## src/rtl/mandelbrot_coord_gen.sv

```systemverilog
// mandelbrot_coord_gen: raster-scans the screen and streams one complex
// coordinate (cx, cy) plus its linear pixel address per pixel over a
// valid/ready interface. The start point and steps are latched at frame start.
// Optional macro MANDELBROT_COORD_ABORT_EN adds an abort input that ends a
// frame early, with no done pulse.
module mandelbrot_coord_gen #(
   parameter int FPW   = 27,
   parameter int AW    = 19,
   parameter int CW    = 12,
   parameter int VMINX = 0,
   parameter int VMAXX = 639,
   parameter int VMINY = 0,
   parameter int VMAXY = 479
) (
   input  logic                  clk,
   input  logic                  rst,
   input  logic                  clk_en,
   input  logic                  en,
   input  logic signed [FPW-1:0] x0,
   input  logic signed [FPW-1:0] y0,
   input  logic signed [FPW-1:0] incx,
   input  logic signed [FPW-1:0] incy,
`ifdef MANDELBROT_COORD_ABORT_EN
   input  logic                  abort,
`endif
   output logic                  busy,
   output logic                  done,
   output logic                  out_vld,
   input  logic                  out_rdy,
   output logic signed [FPW-1:0] out_x,
   output logic signed [FPW-1:0] out_y,
   output logic [AW-1:0]         out_adr
);

   typedef enum logic [1:0] {IDLE, RUN, DONE} state_t;

   localparam logic [CW-1:0] MINX   = CW'(VMINX);
   localparam logic [CW-1:0] MAXX   = CW'(VMAXX);
   localparam logic [CW-1:0] MINY   = CW'(VMINY);
   localparam logic [CW-1:0] MAXY   = CW'(VMAXY);
   localparam logic [CW-1:0] CNT1   = CW'(1);
   localparam logic [AW-1:0] ADR1   = AW'(1);

   state_t                state_q, state_d;
   logic                  busy_q, busy_d;
   logic                  done_q, done_d;
   logic                  vld_q, vld_d;
   logic signed [FPW-1:0] x_q, x_d;
   logic signed [FPW-1:0] y_q, y_d;
   logic [AW-1:0]         adr_q, adr_d;
   logic [CW-1:0]         cx_q, cx_d;
   logic [CW-1:0]         cy_q, cy_d;
   logic signed [FPW-1:0] x0_q, x0_d;
   logic signed [FPW-1:0] incx_q, incx_d;
   logic signed [FPW-1:0] incy_q, incy_d;
   logic                  xfer;
   logic                  abort_w;

`ifdef MANDELBROT_COORD_ABORT_EN
   assign abort_w = abort;
`else
   assign abort_w = 1'b0;
`endif

   // clk_en gating lives in the register block, so a transfer here is vld && rdy
   assign xfer = vld_q && out_rdy;

   // Next-state computation for the scan FSM and coordinate datapath
   always_comb begin
      state_d = state_q;
      busy_d  = busy_q;
      done_d  = 1'b0;
      vld_d   = vld_q;
      x_d     = x_q;
      y_d     = y_q;
      adr_d   = adr_q;
      cx_d    = cx_q;
      cy_d    = cy_q;
      x0_d    = x0_q;
      incx_d  = incx_q;
      incy_d  = incy_q;
      case (state_q)
         IDLE: begin
            if (en) begin
               x0_d    = x0;
               incx_d  = incx;
               incy_d  = incy;
               x_d     = x0;
               y_d     = y0;
               adr_d   = '0;
               cx_d    = MINX;
               cy_d    = MINY;
               vld_d   = 1'b1;
               busy_d  = 1'b1;
               state_d = RUN;
            end
         end
         RUN: begin
            if (xfer) begin
               adr_d = adr_q + ADR1;
               if (cx_q != MAXX) begin
                  x_d  = x_q + incx_q;
                  cx_d = cx_q + CNT1;
               end else if (cy_q != MAXY) begin
                  x_d  = x0_q;
                  y_d  = y_q + incy_q;
                  cx_d = MINX;
                  cy_d = cy_q + CNT1;
               end else begin
                  // last pixel accepted: hold coordinates, rewind counters
                  adr_d   = adr_q;
                  cx_d    = MINX;
                  cy_d    = MINY;
                  vld_d   = 1'b0;
                  busy_d  = 1'b0;
                  done_d  = 1'b1;
                  state_d = DONE;
               end
            end
            // abort still lets this cycle's transfer land, but suppresses done
            if (abort_w) begin
               cx_d    = MINX;
               cy_d    = MINY;
               vld_d   = 1'b0;
               busy_d  = 1'b0;
               done_d  = 1'b0;
               state_d = IDLE;
            end
         end
         DONE: begin
            state_d = IDLE;
         end
         default: begin
            state_d = IDLE;
         end
      endcase
   end

   // State registers; everything freezes while clk_en is low
   always_ff @(posedge clk or negedge rst) begin
      if (!rst) begin
         state_q <= IDLE;
         busy_q  <= 1'b0;
         done_q  <= 1'b0;
         vld_q   <= 1'b0;
         x_q     <= '0;
         y_q     <= '0;
         adr_q   <= '0;
         cx_q    <= MINX;
         cy_q    <= MINY;
         x0_q    <= '0;
         incx_q  <= '0;
         incy_q  <= '0;
      end else if (clk_en) begin
         state_q <= state_d;
         busy_q  <= busy_d;
         done_q  <= done_d;
         vld_q   <= vld_d;
         x_q     <= x_d;
         y_q     <= y_d;
         adr_q   <= adr_d;
         cx_q    <= cx_d;
         cy_q    <= cy_d;
         x0_q    <= x0_d;
         incx_q  <= incx_d;
         incy_q  <= incy_d;
      end
   end

   assign busy    = busy_q;
   assign done    = done_q;
   assign out_vld = vld_q;
   assign out_x   = x_q;
   assign out_y   = y_q;
   assign out_adr = adr_q;

endmodule
```

## config.mk

```make
export PLATFORM = sky130hd
export DESIGN_NAME = mandelbrot_coord_gen
export DESIGN_NICKNAME = d
export VERILOG_FILES = /design/src/rtl/mandelbrot_coord_gen.sv
export SDC_FILE = /design/constraint.sdc
export NUM_CORES = 1
export LEC_CHECK = 0
export CAP_MARGIN = 20
export CORE_AREA = 2 2 198 141
export CTS_BUF_LIST = sky130_fd_sc_hd__clkbuf_16
export DETAILED_ROUTE_END_ITERATION = 16
export DIE_AREA = 0 0 200 143
export PLACE_DENSITY = 0.67
export REMOVE_ABC_BUFFERS = 1
export SLEW_MARGIN = 40
export SYNTH_ARGS = -nofsm -noshare
export SYNTH_HDL_FRONTEND = slang
export SYNTH_SLANG_ARGS = --single-unit
```

## constraint.sdc

```tcl
create_clock -name clk -period 3.7 [get_ports clk]
set_input_delay 0.555 -clock clk [delete_from_list [all_inputs] [get_ports clk]]
set_output_delay 0.555 -clock clk [all_outputs]
set_load 0.01 [all_outputs]
```

Yosys cells after proc, flatten, opt, wreduce, memory -nomap -nowiden:

Cells that the tools add are included.

* add/subtract/negate cells: 5
* equality and inequality tests: 9
* multiplexer cells: 37
* reduce and logical (&&, ||, !) cells: 10

Operators by type and width (count)
* two-way mux 27 bit: 8
* one-hot mux 27 bit (2 select lines): 2
* two-way mux 19 bit: 4
* two-way mux 12 bit: 6
* adder 27 bit: 2
* one-hot mux 12 bit (2 select lines): 2
* one-hot mux 19 bit (2 select lines): 1
* adder 12 x 1 -> 12 bit, second input constant: 2
* adder 19 x 1 -> 19 bit, second input constant: 1
* AND reduction 5 bit: 3
* inequality test 12 x 10 -> 1 bit, second input constant: 1
* inequality test 12 x 9 -> 1 bit, second input constant: 1
* AND reduction 6 bit: 2
* inequality test 2 bit, second input constant: 5
* two-way mux 1 bit: 8
* two-way mux 2 bit: 4
* one-hot mux 2 bit (2 select lines): 1
* AND reduction 4 bit: 1
* inequality test 3 bit, second input constant: 1
* AND reduction 3 bit: 1
* equality test 2 x 1 -> 1 bit, second input constant: 1
* zero test 2 bit: 1
* one-hot mux 1 bit (2 select lines): 1
* nonzero test 2 bit: 1
* logical AND 1 bit: 1

* output and inout port bits: 76
* logic and storage cells: 72
* input port bits: 113
* register bits: 182

Depth between registers and ports, before layout:

Gate-level depths: netlist (run 1).

* word-level depth: 5
* mapped depth: 12
* depth with buffers taken out: 12

Least setup slack after synthesis (run 1):

No wires, ideal clock.

* path kind: register -> register
* start: register y_q[0] (netlist: out_y[0])
* end: register y_q[26] (netlist: out_y[26])
* data required time: 3601 ps
* arrival: 2594 ps
* clock period less this slack: 2694 ps
* setup time: 99 ps
* cell stages (with the launch flop): 13
* path slack: 1006 ps
* path through: dfrtp_1 ha_1 inv_1 fa_1 and2b_1 o31ai_1 a21oi_1 a31oi_1 a2111oi_0 o21ai_1 o21ai_1 nor3_1 a311oi_1

* cells in the longest elaborated chain, start to end: 5

RTL lines
* start, declared: RTL line 49 `logic signed [FPW-1:0] y_q, y_d;`
* start signal, assigned: RTL line 160 `y_q <= y_d;`
* adder 27 bit: RTL line 106 `y_d = y_q + incy_q;`
* two-way mux 27 bit: RTL line 104 `end else if (cy_q != MAXY) begin`
* two-way mux 27 bit: RTL line 101 `if (cx_q != MAXX) begin`
* two-way mux 27 bit: RTL line 99 `if (xfer) begin`
* one-hot mux 27 bit (2 select lines): RTL line 82 `case (state_q)`

No other way between the ends. The select of a mux whose other input is x is not followed.
A chain may end at the register's enable or synchronous reset.

Final worst setup path (run 1):

Same ends and word-level chain as after synthesis.

==> results of run 1 <==
## through the flow
stage | setup TNS, ns | area, sq um | hold WS [ns]
floorplan | -225.51 | 10300 | 0.259
global placement | 0 | 12900 | 0.451
detailed placement | 0 | 12900 | 0.457
CTS | 0 | 13500 | 0.208
global route | 0 | 13500 | 0.169
finish | 0 | 13500 | 0.120
## cell usage in the layout (no fill, tap or decap), types with 3 or more instances in the layout
cell,netlist,routed
nor2_1,99,99
and2_1,5,5
clkdlybuf4s50_1,0,187
xnor2_1,28,28
nor3_1,15,14
o21a_1,9,9
o21ai_2,2,3
buf_4,3,15
o311ai_0,3,3
o211ai_1,9,9
o22ai_1,14,14
a21o_1,14,14
mux2i_1,6,6
a211oi_1,9,9
o21ai_0,99,99
or2_2,4,4
nor2b_1,8,7
o31a_1,4,4
nand4_1,14,14
clkinv_1,0,3
o32ai_1,4,4
or3_1,12,11
o31ai_1,4,4
nand3_1,25,25
dfrtp_1,182,182
ha_1,55,55
a21oi_1,96,96
nand2b_1,7,6
inv_1,19,20
xor2_1,32,32
clkbuf_16,0,17
nand2_2,2,3
nand2_1,363,362
and3_1,16,16
o21ai_1,6,5
o21bai_1,4,4
a31oi_1,13,13
buf_12,0,4
clkinv_4,0,4
## per-layer routing
metal	track usage	wire length, um
met2	0.318	12700
met4	0.0515	423
met5	0	0
met3	0.0402	1450
met1	0.328	15500
## worst paths after layout
kind,end,from,cells after the start
max,out_y[26]$_DFFE_PN0P_,out_y[0]$_DFFE_PN0P_,12
min,out_y[2]$_DFFE_PN0P_,rst,1
max reg2reg,out_y[26]$_DFFE_PN0P_,out_y[0]$_DFFE_PN0P_,12
min reg2reg,x0_q[18]$_DFFE_PN0P_,x0_q[18]$_DFFE_PN0P_,2
max in group asynchronous,out_y[20]$_DFFE_PN0P_,rst,3
min in group clk,x0_q[18]$_DFFE_PN0P_,x0_q[18]$_DFFE_PN0P_,2
## kinds of logic (layout without fill, tap and decap cells)
family,count (synthesis),in the layout,synth area share
buffers and inverters,75,258,0.0282
flip-flops,182,182,0.431
XOR/XNOR,60,60,0.0497
AND/OR/NAND/NOR,582,582,0.234
multiplexers,8,8,0.00781
AO/OA/AOI/OAI,315,315,0.180
adder cells (fa/ha/maj),57,57,0.0689
## final cells by class
cell class | instances | area [sq um] | share of cell area
Inverter | 19 | 71.3 | 0.00530
Sequential cell | 182 | 4550 | 0.338
Multi-Input combinational cell | 1022 | 5750 | 0.427
Clock buffer | 17 | 425 | 0.0316
Tap cell | 364 | 455 | 0.0338
Timing Repair Buffer | 207 | 2080 | 0.154
Clock inverter | 15 | 129 | 0.00957
## synth_stat cells, types with 3 or more instances
| library cell | instances | area, sq um |
|---|---|---|
| buf_2 | 4 | 20.0 |
| nand4_1 | 14 | 87.6 |
| buf_4 | 3 | 22.5 |
| o21ai_1 | 6 | 30.0 |
| a211oi_1 | 9 | 67.6 |
| dfrtp_1 | 182 | 4550 |
| nand2_1 | 363 | 1360 |
| o21a_1 | 9 | 67.6 |
| and2_1 | 5 | 31.3 |
| clkbuf_1 | 44 | 165 |
| nand3_1 | 25 | 125 |
| nor2_1 | 99 | 372 |
| a31oi_1 | 13 | 81.3 |
| o311ai_0 | 3 | 26.3 |
| mux2i_1 | 6 | 60.1 |
| or2_2 | 4 | 25.0 |
| a21oi_1 | 96 | 480 |
| o32ai_1 | 4 | 35.0 |
| xor2_1 | 32 | 280 |
| o31a_1 | 4 | 35.0 |
| xnor2_1 | 28 | 245 |
| or3_1 | 12 | 75.1 |
| a21o_1 | 14 | 105 |
| nor3_1 | 15 | 75.1 |
| o21ai_0 | 99 | 495 |
| ha_1 | 55 | 688 |
| nor2b_1 | 8 | 50.1 |
| nand2b_1 | 7 | 43.8 |
| inv_1 | 19 | 71.3 |
| buf_1 | 5 | 18.8 |
| o31ai_1 | 4 | 30.0 |
| o21bai_1 | 4 | 30.0 |
| o211ai_1 | 9 | 67.6 |
| and3_1 | 16 | 100 |
| o22ai_1 | 14 | 87.6 |
## power breakdown
| part | switching (mW) | internal [mW] |
|---|---|---|
| clock network | 0.841 | 0.930 |
| logic | 3.75 | 2.96 |
| registers | 0.594 | 2.74 |
## critical path, stage by stage, from the launching register on
cell	delay, ns
dfrtp_1	0.40
ha_1	0.24
inv_1	0.08
fa_1	0.17
and2b_1	0.20
o31ai_1	0.45
a21oi_1	0.24
a31oi_1	0.48
a2111oi_0	0.20
o21ai_1	0.31
o21ai_1	0.14
nor3_1	0.18
a311oi_1	0.07
## registers in the layout, indices dropped and copies added, names as in the netlist
signal,cells
cx_q,12
cy_q,12
done,1
incx_q,27
incy_q,27
out_adr,19
out_vld,1
out_x,27
out_y,27
state_q,2
x0_q,27
==> impl_metrics.toml, run 1 <==
[routing]
drtIter0Drc = 574
drcViolationCount = 0
routedWlPerCell_um = 16.4
wl_um = 30000
detail_route.vias_per_cell = 5.25
ant_nets = 0
vias = 9589
firstDrtPassIters = 5

[clocking]
cts_tree = "done"
cts-root-buf = "clkbuf_16"
cts_buffer_depth = 2
cts_hold_buf = 0
post-cts-setup-buffers = 0
post_cts_resized = 0
cts.sinks = 182
htreeDepth = 4
cts_buffers = 17
path_clk_slew_ns = 0.08
clk_latency_ns = 0.44

[cells_and_area]
finalNonFillerCells = 1826
nNetsFinal = 1619
nFillCells = 2541
diodes = 0
fin_util = 0.506
drive_gt1_frac = 0.0520
synthToLayoutAreaGrowth_pct = 27.4

[global_routing]
gr-total-overflow = 0
grt_pass1_vias = 9249
grt_max_degree = 92
antenna_found_initial = 0
grt_pass1_wl_um = 48800
grt_usage = 0.217

[synthesis]
synth.distinct_cells = 68
synth_ff_type = "dfrtp_1"
synthCells = 1279
async_reset_ff_frac = 1.00
syn_area_sq_um = 10600
ys_seq_elements = 182
yosysSeqAreaShare = 0.431
syn_avg_cell_area_sq_um = 8.26
ys_warn_count = 0
synth_edf_count = 0

[flow_run]
cap_viol_max_count = 0

[worst_setup_path]
end_kind = "register"
critPathRequiredTime_ns = 4.00
cp_data_arrival_time_ns = 3.60
regToRegSetupSlack_ns = 0.40
cp-start-kind = "register"
cp_max_fo = 4
worstSetupPathType = "register to register"

[pwr]
leakagePower_nw = 6.08
power_mw = 11.8
p_per_area_nw_per_um2 = 877
peakVddDrop_v = 0.000408

[worst_hold_path]
min_path_type = "input port to async pin"

[floorplanning]
start_util = 0.398
die_x_um = 200
fp.dieH_um = 143
dieArea_sq_um = 28600
io_pins = 189
core_sq_um = 26600
rows = 50

[placed_design]
place_ws_ns = 0.505
io_buffers = 188
gp_congestion = 0.909
dp_cells = 1794
post-dp-hpwl_um = 21500

[sta]
rsz0062_at_grt = "false"
min_period_over_period = 0.892
max_slew_margin = 0.508
fmax_mhz = 303
slew_viol_final = 0
tightest_slew_ns = 0.738
setup_viol = 0
setup_slack_ns = 0.400
hold_violations = 0
fin_crit_ns = 3.30
fin_skew_ns = 0.0159

[outcome]
status = "completed"
Note: power is estimated with default switching activity, not from simulation.
==> run 2, diff against run 1 <==
- CAP_MARGIN: 20 -> 10
==> results of run 2 <==
Final layout, timing and power as in run 1 (identical DEF).
